[src/rtl/sync_fifo_param_if.sv]
// sync_fifo_param_if: FIFO handshake/status bundle; error flag signals present only with SYNC_FIFO_ERR_EN
interface sync_fifo_param_if #(parameter int DATA_W = 6, parameter int DEPTH = 16);
  localparam int AW = $clog2(DEPTH);
  logic ena;
  logic wr_en;
  logic [DATA_W-1:0] wr_data;
  logic rd_en;
  logic [DATA_W-1:0] rd_data;
  logic rd_valid;
  logic full;
  logic empty;
  logic almost_full;
  logic almost_empty;
  logic [AW:0] count;
`ifdef SYNC_FIFO_ERR_EN
  logic overflow;
  logic underflow;
  logic err_clr;
  modport master (
    output ena, wr_en, wr_data, rd_en, err_clr,
    input rd_data, rd_valid, full, empty, almost_full, almost_empty, count, overflow, underflow
  );
  modport slave (
    input ena, wr_en, wr_data, rd_en, err_clr,
    output rd_data, rd_valid, full, empty, almost_full, almost_empty, count, overflow, underflow
  );
`else
  modport master (
    output ena, wr_en, wr_data, rd_en,
    input rd_data, rd_valid, full, empty, almost_full, almost_empty, count
  );
  modport slave (
    input ena, wr_en, wr_data, rd_en,
    output rd_data, rd_valid, full, empty, almost_full, almost_empty, count
  );
`endif
endinterface

[src/rtl/sync_fifo_param.sv]
// sync_fifo_param: parametrised sync FIFO with count, almost flags, registered read; sticky errors with SYNC_FIFO_ERR_EN
module sync_fifo_param #(
  parameter int DATA_W = 6,
  parameter int DEPTH = 16,
  parameter int AF_THRESH = DEPTH - 2,
  parameter int AE_THRESH = 2
) (
  input logic clk,
  input logic rst,
  sync_fifo_param_if.slave f
);
  localparam int AW = $clog2(DEPTH);
  localparam logic [AW:0] FULL_C = (AW+1)'(DEPTH);
  localparam logic [AW:0] AF_C = (AW+1)'(AF_THRESH);
  localparam logic [AW:0] AE_C = (AW+1)'(AE_THRESH);
  logic [DATA_W-1:0] mem [DEPTH];
  logic [AW-1:0] wr_ptr, rd_ptr;
  logic [AW:0] cnt;
  logic [DATA_W-1:0] rd_q;
  logic vld_q, full, empty, rd_acc, wr_acc;
  assign full = cnt == FULL_C;
  assign empty = cnt == '0;
  assign rd_acc = f.ena & f.rd_en & ~empty;
  assign wr_acc = f.ena & f.wr_en & (~full | rd_acc);
  assign f.full = full;
  assign f.empty = empty;
  assign f.almost_full = cnt >= AF_C;
  assign f.almost_empty = cnt <= AE_C;
  assign f.count = cnt;
  assign f.rd_data = rd_q;
  assign f.rd_valid = vld_q;
  always_ff @(posedge clk)
    if (wr_acc) mem[wr_ptr] <= f.wr_data;
  always_ff @(posedge clk)
    if (rst) begin
      wr_ptr <= '0;
      rd_ptr <= '0;
      cnt <= '0;
      rd_q <= '0;
      vld_q <= 1'b0;
    end else begin
      vld_q <= rd_acc;
      if (wr_acc) wr_ptr <= wr_ptr + 1'b1;
      if (rd_acc) begin
        rd_ptr <= rd_ptr + 1'b1;
        rd_q <= mem[rd_ptr];
      end
      cnt <= cnt + {{AW{1'b0}}, wr_acc} - {{AW{1'b0}}, rd_acc};
    end
`ifdef SYNC_FIFO_ERR_EN
  logic ovf, unf;
  assign f.overflow = ovf;
  assign f.underflow = unf;
  always_ff @(posedge clk)
    if (rst) begin
      ovf <= 1'b0;
      unf <= 1'b0;
    end else begin
      ovf <= (f.ena & f.wr_en & full & ~rd_acc) | (ovf & ~(f.ena & f.err_clr));
      unf <= (f.ena & f.rd_en & empty) | (unf & ~(f.ena & f.err_clr));
    end
`endif
endmodule

[src/flat_wrapper.sv]
// flat-port wrapper written by rule: the top's interface ports become plain ports
module sync_fifo_param_flat 
#(
  parameter int DATA_W = 6,
  parameter int DEPTH = 16,
  parameter int AF_THRESH = DEPTH - 2,
  parameter int AE_THRESH = 2
)
  (clk, rst, f_ena, f_wr_en, f_wr_data, f_rd_en, f_rd_data, f_rd_valid, f_full, f_empty, f_almost_full, f_almost_empty, f_count);
  sync_fifo_param_if #(.DATA_W(DATA_W), .DEPTH(DEPTH)) f_i ();
  input logic clk;
  input logic rst;
  input wire logic [$bits(f_i.ena)-1:0] f_ena;
  input wire logic [$bits(f_i.wr_en)-1:0] f_wr_en;
  input wire logic [$bits(f_i.wr_data)-1:0] f_wr_data;
  input wire logic [$bits(f_i.rd_en)-1:0] f_rd_en;
  output wire logic [$bits(f_i.rd_data)-1:0] f_rd_data;
  output wire logic [$bits(f_i.rd_valid)-1:0] f_rd_valid;
  output wire logic [$bits(f_i.full)-1:0] f_full;
  output wire logic [$bits(f_i.empty)-1:0] f_empty;
  output wire logic [$bits(f_i.almost_full)-1:0] f_almost_full;
  output wire logic [$bits(f_i.almost_empty)-1:0] f_almost_empty;
  output wire logic [$bits(f_i.count)-1:0] f_count;
  assign f_i.ena = f_ena;
  assign f_i.wr_en = f_wr_en;
  assign f_i.wr_data = f_wr_data;
  assign f_i.rd_en = f_rd_en;
  assign f_rd_data = f_i.rd_data;
  assign f_rd_valid = f_i.rd_valid;
  assign f_full = f_i.full;
  assign f_empty = f_i.empty;
  assign f_almost_full = f_i.almost_full;
  assign f_almost_empty = f_i.almost_empty;
  assign f_count = f_i.count;
  sync_fifo_param #(.DATA_W(DATA_W), .DEPTH(DEPTH), .AF_THRESH(AF_THRESH), .AE_THRESH(AE_THRESH)) u_core (.clk(clk), .rst(rst), .f(f_i));
endmodule
[config.mk]
export PLATFORM = sky130hd
export DESIGN_NAME = sync_fifo_param_flat
export DESIGN_NICKNAME = d
export VERILOG_FILES = /design/src/rtl/sync_fifo_param_if.sv /design/src/rtl/sync_fifo_param.sv /design/src/flat_wrapper.sv
export SDC_FILE = /design/constraint.sdc
export NUM_CORES = 1
export LEC_CHECK = 0
export ABC_AREA = 1
export BUFFER_PORTS_ARGS = -buffer_cell sky130_fd_sc_hd__buf_2
export CAP_MARGIN = 20
export CORE_MARGIN = 8
export CORE_UTILIZATION = 50
export CTS_CLUSTER_DIAMETER = 100
export DETAILED_ROUTE_END_ITERATION = 7
export GPL_TIMING_DRIVEN = 0
export PLACE_DENSITY_LB_ADDON = 0.08
export SYNTH_ARGS = -nofsm -noshare
export SYNTH_HDL_FRONTEND = slang
export SYNTH_SLANG_ARGS = --single-unit
[constraint.sdc]
create_clock -name clk -period 3.02 [get_ports clk]
set_input_delay 0.302 -clock clk [delete_from_list [all_inputs] [get_ports clk]]
set_output_delay 0.302 -clock clk [all_outputs]
set_load 0.03 [all_outputs]
==> results by group <==
Power and ir drop
  • Pwr per Cell Area: 792 nW/µm²
  • Leak: approximately 2.7 nW
  • VDD IR max: 352 µV

Detailed routing
  • Antenna-violating nets left: 0
  • Drc violations: 0
  • Final wirelength: about 12,000 µm
  • Via count: 3,757
  • Starting DRT DRC Count: between 200 and 300
  • First-pass iteration count of the detailed router: 5
  • Vias per cell: 5.15
  • Per-cell routed wire length: between 15 and 20 µm

Critical path
  • CP Launch Type: flip-flop
  • Crit path max-delay family: adder cells
  • WP buf/inv: 5
  • Crit path DAT: between 3000 and 4000 ps
  • Crit path capture type: flip-flop
  • Crit Path Category: flip-flop to flip-flop
  • R2R Setup Slk: 300 ps
  • RR Endpoint: u_core.f.count[4]$_SDFF_PP0_
  • Crit-path cells: inv_1 > ha_1 > nand4_1 > nand3_4 > inv_4 > buf_6 > ha_1 > inv_1 > ha_1 > inv_1 > fa_1 > o31ai_2 > o21ai_0 > a21oi_1
  • Master of the slowest instance on the critical path: fa_1
  • Setup crit start: u_core.f.count[3]$_SDFF_PP0_
  • CP required: 3470 ps
  • Peak fanout along the critical path: 10
  • CP max stage delay: ~410 ps
  • Crit Reg-Reg Startpoint: u_core.f.count[3]$_SDFF_PP0_
  • Reg2reg path depth: 14

Floorplanning
  • Number of I/O pins: 27
  • Die area: 14,000 µm²
  • Die X: between 100 and 150 µm
  • Core area: around 10,000 µm²
  • Placement row count: 37
  • Starting density of the core: roughly half
  • Die H: 118 µm

Timing
  • Setup TNS Final: 0 ps
  • Fmax achieved: ~370 MHz
  • Crit share post-route: 90.0%
  • Minimum clock period: roughly 2700 ps
  • Layout Skew: between 7 and 8 ps
  • Finish-stage setup viols: 0
  • RSZ-0062 raised after global routing: false
  • Max-slew headroom: approximately 58%
  • Actual slew at the worst max-slew pin: 628 ps
  • Final hold violations: 0
  • Pins Over Slew Limit: 0
  • WHS: between 60 and 70 ps

GRT
  • Pin count of the biggest net entering global routing: 17
  • Global-route wire length before repair: around 19,000 µm
  • Grt total ovfl: 0
  • Vias in the first global route: ~3,700
  • Antenna violations before repair: 0
  • All-Layer GR Usage: 18.2%

CTS
  • CTS tree: done
  • Num CTS Buffers: 17
  • Clock Path Buffers: 2
  • Clk_lat worst skew: a little over 500 ps
  • CTS root buf: clkbuf_8
  • CTS H-Tree Depth: 4
  • Clock Sinks: about 120
  • Clock-pin slew on the worst setup and hold paths: around 60 ps
  • Hold Buf Count CTS: 0

Layout
  • Area added between synthesis and finish: 17.2%
  • Layout cell share with drive strength beyond 1: about 15%
  • Fill count: 876
  • ANT cells: 0
  • Nets: roughly 600

Synthesis
  • Post-Synthesis Cells: 536
  • Largest family of logic cells by synthesized area: simple AND/OR/NAND/NOR gates
  • Area fraction of the dominant cell type after synthesis: between 50% and 60%
  • Seq cells post-synth: around 120
  • Synth Area per Inst: 9.74 µm²
  • Cell Area, Synth: 5220 µm²
  • Synth unique cells: 24
  • Compound-Gate Fraction of Synth Area: approximately 2.5%
  • Seq/Total Area, Yosys: between 60 and 70%
  • Simple-Gate Fraction of Synth Area: 22.0%
  • Top cells by area, synth: edfxtp_1 55%, nand2_1 12%, dfxtp_1 7.7%, nand3_1 6.9%, inv_1 5.3%
  • Synth area leader: edfxtp_1
  • Mux cell area share after synthesis: 0%
  • Post-synthesis net count: 564
  • Adder-Cell Fraction of Synth Area: between 4 and 5%
  • Yosys warns: 0
  • Synth Area in XOR/XNOR: less than 1%

Run status
  • Status: finished clean

Job
  • Max-cap viol count: 0

Hold path
  • Tightest Hold Check Type: input pin to flip-flop
  • Hold Startpoint: rst
  • Hold path depth: 4
  • WHS Endpoint: u_core.f.rd_data[5]$_SDFFE_PP0P_

Placement
  • # port buffers: 26
  • Hpwl dp: about 8400 µm
  • Gpl congestion: ~0.95
## registers in the layout, summed over array words and instances (netlist names)
signal	flops
u_core.f.count	5
u_core.f.rd_valid	1
u_core.mem	96
u_core.wr_ptr	4
u_core.f.rd_data	6
u_core.rd_ptr	4
## cell usage in the layout, fill, tap and decap left out, drive strengths merged, types with 3 or more instances in the layout
| master | netlist | routed |
|---|---|---|
| o21ai | 9 | 9 |
| dfxtp | 20 | 20 |
| a21oi | 13 | 13 |
| edfxtp | 96 | 96 |
| clkbuf | 2 | 19 |
| clkinv | 0 | 8 |
| nand2 | 168 | 168 |
| nor2 | 34 | 34 |
| bufinv | 0 | 3 |
| nand3 | 73 | 73 |
| ha | 16 | 16 |
| buf | 19 | 45 |
| clkinvlp | 0 | 4 |
| inv | 80 | 80 |
## synthesized netlist by cell type, drive strengths merged
cell type,n
o31ai,1
clkbuf,2
inv,80
nand2,168
dfxtp,20
edfxtp,96
buf,19
o21ai,9
o21a,1
nor2,34
xor2,1
ha,16
nand3,73
fa,1
nor3,1
nand4,1
a21oi,13
## worst register-to-register path, cell delays in order (launching register included)
cell     delay [ps]
dfxtp_1         380
inv_1           100
ha_1            210
nand4_1         160
nand3_4         160
inv_4           130
buf_6           140
ha_1            230
inv_1            50
ha_1            160
inv_1            60
fa_1            410
o31ai_2         230
o21ai_0         110
a21oi_1         130
## metal layers
| metal | vias up | global-route usage [%] | part of all wire, % |
|---|---|---|---|
| met5 | - | 0 | 0 |
| met4 | 0 | 6.73 | 1.5 |
| met3 | 20 | 4.05 | 6.8 |
| met2 | 128 | 30.4 | 49 |
| met1 | 1780 | 22.6 | 42 |
| li1 | 1829 | - | - |
## power by group
group | leakage [nW] | total, mW | switching (mW) | internal (mW)
clock network | 0.274 | 1.94 | 0.701 | 1.24
logic | 1.36 | 1.05 | 0.728 | 0.324
registers | 1.03 | 1.85 | 0.0509 | 1.80
total | 2.66 | 4.85 | 1.48 | 3.37
## worst max-delay path by stage
stage	end	slack (ps)	cells past startpoint
2_1_floorplan	u_core.f.count[4]$_SDFF_PP0_	250	14
4_1_cts	u_core.f.count[4]$_SDFF_PP0_	40	14
5_1_grt	u_core.f.count[4]$_SDFF_PP0_	40	14
3_5_place_dp	u_core.f.count[4]$_SDFF_PP0_	70	14
3_3_place_gp	u_core.f.count[4]$_SDFF_PP0_	120	14
6_report	u_core.f.count[4]$_SDFF_PP0_	300	14
## kinds of logic after synthesis
kind of cell | count (synthesis)
buffers and inverters | 101
xor gates and xnor gates | 1
DFF | 116
adders and majority gates | 17
and+or+nand+nor | 277
AOI/OAI and AO/OA | 24
## layout make-up
cell class,instances,area (µm²),share of cell area (%)
Sequential cell,116,3280,53.7
Multi-Input combinational cell,319,1520,24.8
Clock buffer,17,414,6.77
Inverter,80,303,4.95
Tap cell,136,170,2.78
Clock inverter,15,165,2.70
Buffer,21,133,2.17
Timing Repair Buffer,26,130,2.13
## timing repair
action / in CTS / in global routing
resized for setup: 0 / 4
buffers inserted: 0 / 0
setup endpoints to repair: 0 / 1
## through the flow
stage,power [mW],area (µm²),utilization [%],cells,setup WS (ps)
global placement,2.88,5520,54.0,698,123
floorplan,2.58,5220,-,536,252
detailed placement,2.90,5520,54.0,698,72.4
global route,5.05,6120,59.8,730,39.0
CTS,4.84,6100,59.6,730,36.4
finish,4.85,6120,59.8,730,302
Note: power is estimated with default switching activity, not from simulation.
